$ cat config.mk
export PLATFORM = sky130hd
export DESIGN_NAME = tug_playfield
export DESIGN_NICKNAME = d
export VERILOG_FILES = /design/src/rtl/tug_pkg.sv /design/src/rtl/key_sync.sv /design/src/rtl/tug_playfield.sv
export SDC_FILE = /design/constraint.sdc
export NUM_CORES = 1
export LEC_CHECK = 0
export BUFFER_PORTS_ARGS = -buffer_cell sky130_fd_sc_hd__buf_2
export CAP_MARGIN = 5
export CORE_MARGIN = 4
export CORE_UTILIZATION = 40
export DETAILED_ROUTE_END_ITERATION = 6
export GPL_TIMING_DRIVEN = 1
export SKIP_CTS_REPAIR_TIMING = 1
export SLEW_MARGIN = 5
export SYNTH_ARGS = -nofsm -noshare
export SYNTH_HDL_FRONTEND = slang
export SYNTH_SLANG_ARGS = --single-unit
$ cat constraint.sdc
create_clock -name clk -period 1.8 [get_ports clk]
set_input_delay 0.09 -clock clk [delete_from_list [all_inputs] [get_ports clk]]
set_output_delay 0.09 -clock clk [all_outputs]
set_load 0.05 [all_outputs]
$ cat src/rtl/tug_pkg.sv
// Shared types and constants for the tug-of-war playfield.
package tug_pkg;

   localparam int NUM_LEDS_DEF    = 9;
   localparam int SYNC_STAGES_DEF = 2;

   typedef enum logic {
      PLAY = 1'b0,
      OVER = 1'b1
   } tug_state_t;

   // Centre LED index (1-based) of an odd-length bar.
   function automatic int center(input int n);
      return (n + 1) / 2;
   endfunction

endpackage

$ cat src/rtl/key_sync.sv
// Synchronizes one raw asynchronous key and turns each press into a one-cycle pulse.
module key_sync #(
   parameter int SYNC_STAGES = 2
) (
   input  logic clk,
   input  logic reset,
   input  logic raw,
   output logic pulse
);

   logic [SYNC_STAGES-1:0] sync_q;
   logic                   history_q;
   logic [SYNC_STAGES:0]   arm_q;

   // arm_q fills in step with sync_q and history_q after reset, so a key
   // already held at reset release is absorbed into history without a pulse.
   always_ff @(posedge clk or negedge reset) begin
      if (!reset) begin
         sync_q    <= '0;
         history_q <= 1'b0;
         arm_q     <= '0;
      end else begin
         sync_q    <= {sync_q[SYNC_STAGES-2:0], raw};
         history_q <= sync_q[SYNC_STAGES-1];
         arm_q     <= {arm_q[SYNC_STAGES-1:0], 1'b1};
      end
   end

   assign pulse = sync_q[SYNC_STAGES-1] & ~history_q & arm_q[SYNC_STAGES];

endmodule

$ cat src/rtl/tug_playfield.sv
// Tug-of-war playfield: key conditioning, light position tracking and LED bar decode.
module tug_playfield
   import tug_pkg::*;
#(
   parameter int NUM_LEDS    = NUM_LEDS_DEF,
   parameter int SYNC_STAGES = SYNC_STAGES_DEF
) (
   input  logic                clk,
   input  logic                reset,
   input  logic                L_in,
   input  logic                R_in,
   output logic                L,
   output logic                R,
   output logic [NUM_LEDS-1:0] leds,
   output logic                led9,
   output logic                led1
);

   localparam int              PW      = $clog2(NUM_LEDS + 1);
   localparam logic [PW-1:0]   POS_MAX = PW'(NUM_LEDS);
   localparam logic [PW-1:0]   POS_MIN = PW'(1);
   localparam logic [PW-1:0]   POS_CTR = PW'(center(NUM_LEDS));

   tug_state_t    state_q, state_d;
   logic [PW-1:0] pos_q, pos_d;

   key_sync #(.SYNC_STAGES(SYNC_STAGES)) u_sync_l (
      .clk   (clk),
      .reset (reset),
      .raw   (L_in),
      .pulse (L)
   );

   key_sync #(.SYNC_STAGES(SYNC_STAGES)) u_sync_r (
      .clk   (clk),
      .reset (reset),
      .raw   (R_in),
      .pulse (R)
   );

   always_ff @(posedge clk or negedge reset) begin
      if (!reset) begin
         state_q <= PLAY;
         pos_q   <= POS_CTR;
      end else begin
         state_q <= state_d;
         pos_q   <= pos_d;
      end
   end

   // L pushes toward the high end, R toward the low end; pushing past an end ends the game.
   always_comb begin
      state_d = state_q;
      pos_d   = pos_q;
      case (state_q)
         PLAY: begin
            if (L && !R) begin
               if (pos_q == POS_MAX) state_d = OVER;
               else                  pos_d   = pos_q + 1'b1;
            end else if (R && !L) begin
               if (pos_q == POS_MIN) state_d = OVER;
               else                  pos_d   = pos_q - 1'b1;
            end
         end
         OVER: begin
            state_d = OVER;
         end
         default: begin
            state_d = PLAY;
            pos_d   = POS_CTR;
         end
      endcase
   end

   // Decoded from registers only, so a pulse cycle still shows the pre-press LED.
   always_comb begin
      leds = '0;
      if (state_q == PLAY) leds = {{(NUM_LEDS-1){1'b0}}, 1'b1} << (pos_q - POS_MIN);
   end

   assign led9 = leds[NUM_LEDS-1];
   assign led1 = leds[0];

endmodule
==> metrics <==
WL final 1.557 mm; first-pass GRT wire length 2.401 mm; f_max 0.5301 GHz; Syn Nets 92; Vias/cell 4.492; Final GP Congestion 0.8027; status finished with violations; CTS max path bufs 2; CTS tree built; Die W 53.37 um; # rows 16; Die ar. 2848 um^2; post-route DRC violation count 0; post-route setup TNS -0.6961 ns; failing checks setup timing; leakage 0.5319 nW; M2 GR Usage 17.35%; post-synth top area share 36.47%; Tmin final 1.886 ns; TritonCTS Buffers 3; sequential-to-total area share from yosys stat 42.86%; hpwl dp 1.128 mm; Synth Instances 79; largest cells by area after synthesis dfrtp_1 (36%), ha_1 (14%), dfstp_2 (6.4%); CTS root buffer clkbuf_4; clock slew at reported path FFs 0.08 ns; Cell Area, Synth 823.3 um^2; Wirelength per Cell 11.80 um; Final period util 104.8%; Min-Delay Path Class in -> async; Crit. End Element primary output; CP Class reg -> out; total track usage 11.75%; Netlist cell types 31; initial antenna violation count 0; Max Cap Viol 0; clock latency on the worst-skew pair 0.27 ns; Worst Path Max Fanout 8; CP Launch Type flop; Fin. Hold Viols 0; DRT iter0 DRCs 1; PortBufs 16; RSZ-0062 raised after global routing true; critical path arrival 1.80 ns; busiest grt layer met2; number of fillers in the final layout 184; Slew Limit Fails 0; H-Tree Level Count 1; layout cell share with drive strength beyond 1 44.76%; TritonRoute pass-1 iters 3; grt total ovfl 0; Antenna Cells 0; Synth Area per Inst 10.42 um^2; die height 53.37 um; Detail Route Antenna Nets 0; core area 1962 um^2; pin count of the biggest net entering global routing 15; Worst EP required 1.71 ns; nets 119; worst slack at placement 0.07400 ns; r2r setup slk 0.14 ns; Final Instance Area 1166 um^2; I/O pin count 17; VDD IR max 0.7998 mV; met3 Resource Use GR 4.225%; Area after DPL 984.7 um^2; initial core utilization 41.96%; pwr/cell area 1563 nW/um^2; final worst slack -0.08626 ns; vias in the first global route 547; # clock sinks 14; final setup skew 0.007218 ns; Area growth syn-to-layout 41.64%; DR vias 593; Setup-failing EPs final 11; Synth area leader dfrtp_1; post-synthesis register bit count 14; Yosys Warn Count 0; GR met1 Demand/Resource 15.73%
## worst paths after layout
check                                    from                 end  depth (start not counted)
setup / recovery                     pos_q[1]             leds[8]                          4
hold / removal                          reset   u_sync_l.arm_q[2]                          2
max in group asynchronous               reset            pos_q[0]                          2
hold reg to reg            u_sync_l.sync_q[0]  u_sync_l.sync_q[1]                          0
setup reg to reg            u_sync_l.arm_q[2]            pos_q[3]                          6
min in group clk           u_sync_l.sync_q[0]  u_sync_l.sync_q[1]                          0
## cell usage in the layout (no fill, tap or decap), drive strengths merged, types with 2 or more instances in the layout
master       instances
mux2                 2
dfstp                2
mux2i                3
dlygate4sd3          3
nor2                12
buf                 24
nand3b               2
ha                   9
inv                  5
nand2b               5
o21ai                4
a21oi                2
xor2                 2
dfrtp               12
clkbuf               4
## registers in the layout, summed over array words and instances, names as in the netlist
signal and cells:
u_sync_r.sync_q 2, u_sync_l.history_q 1, u_sync_l.arm_q 1, u_sync_r.history_q 1, pos_q 4, state_q 1, u_sync_l.sync_q 2, u_sync_r.arm_q 2
## metrics by stage
| step | util (%) | instances | total power, mW | hold slack [ns] |
|---|---|---|---|---|
| after global placement | 50.19 | 122 | 1.417 | -0.01066 |
| after global routing | 59.44 | 132 | 1.960 | 0.2433 |
| final | 59.44 | 132 | 1.822 | 0.2208 |
| after floorplan | - | 79 | 1.222 | -0.2056 |
| after CTS | 52.04 | 126 | 1.648 | -0.3184 |
| after detailed placement | 50.19 | 122 | 1.424 | -0.009117 |
## logic make-up (layout without fill, tap and decap cells)
family,Yosys count,after routing,synth area share [%]
XOR/XNOR,3,3,3.192
AO/OA/AOI/OAI,11,11,8.966
buffers and inverters,10,36,6.687
flip-flops,14,14,42.86
other,1,1,0.4555
multiplexers,5,5,6.383
adder cells (fa/ha/maj),9,9,13.68
AND/OR/NAND/NOR,26,26,17.78
## layer usage
layer,part of all wire [%],vias to the layer above
li1,-,311
met2,48,6
met5,0,-
met3,3.1,2
met1,48,274
met4,0.58,0
## cells in the mapped netlist
master / count
nand2b_1: 5
mux2_2: 2
o2bb2ai_1: 1
nor2_1: 12
nand3_1: 1
a211o_1: 1
a32oi_1: 1
xnor2_1: 1
a21oi_2: 1
buf_6: 1
a21oi_1: 1
buf_4: 2
nor3b_1: 1
xor2_1: 2
ha_1: 9
conb_1: 1
and4_1: 1
and3b_2: 1
a31oi_1: 1
buf_2: 2
dfrtp_1: 12
inv_1: 5
nor2b_1: 1
dfstp_2: 2
o21bai_1: 1
nand3b_1: 2
or3_4: 1
o21ai_1: 1
nor4_1: 1
mux2i_1: 3
o21ai_0: 3
## power by group
| part | internal, mW | switching, mW |
|---|---|---|
| sequential | 0.397 | 0.0959 |
| combinational | 0.491 | 0.623 |
| clock | 0.123 | 0.0919 |
| total | 1.01 | 0.811 |
## critical path: stages, from the launching register on
cell and delay, ns:
dfrtp_2 0.46, or3_4 0.40, a211o_1 0.34, a21oi_4 0.16, buf_6 0.18
## cell type report
| type | instances | area, um^2 | share of cell area (%) |
|---|---|---|---|
| Tap cell | 27 | 33.78 | 2.897 |
| Timing Repair Buffer | 27 | 242.7 | 20.82 |
| Clock buffer | 4 | 36.28 | 3.112 |
| Sequential cell | 14 | 354.1 | 30.36 |
| Inverter | 5 | 18.77 | 1.609 |
| Multi-Input combinational cell | 55 | 480.5 | 41.20 |
(Power assumes the default switching activity.)
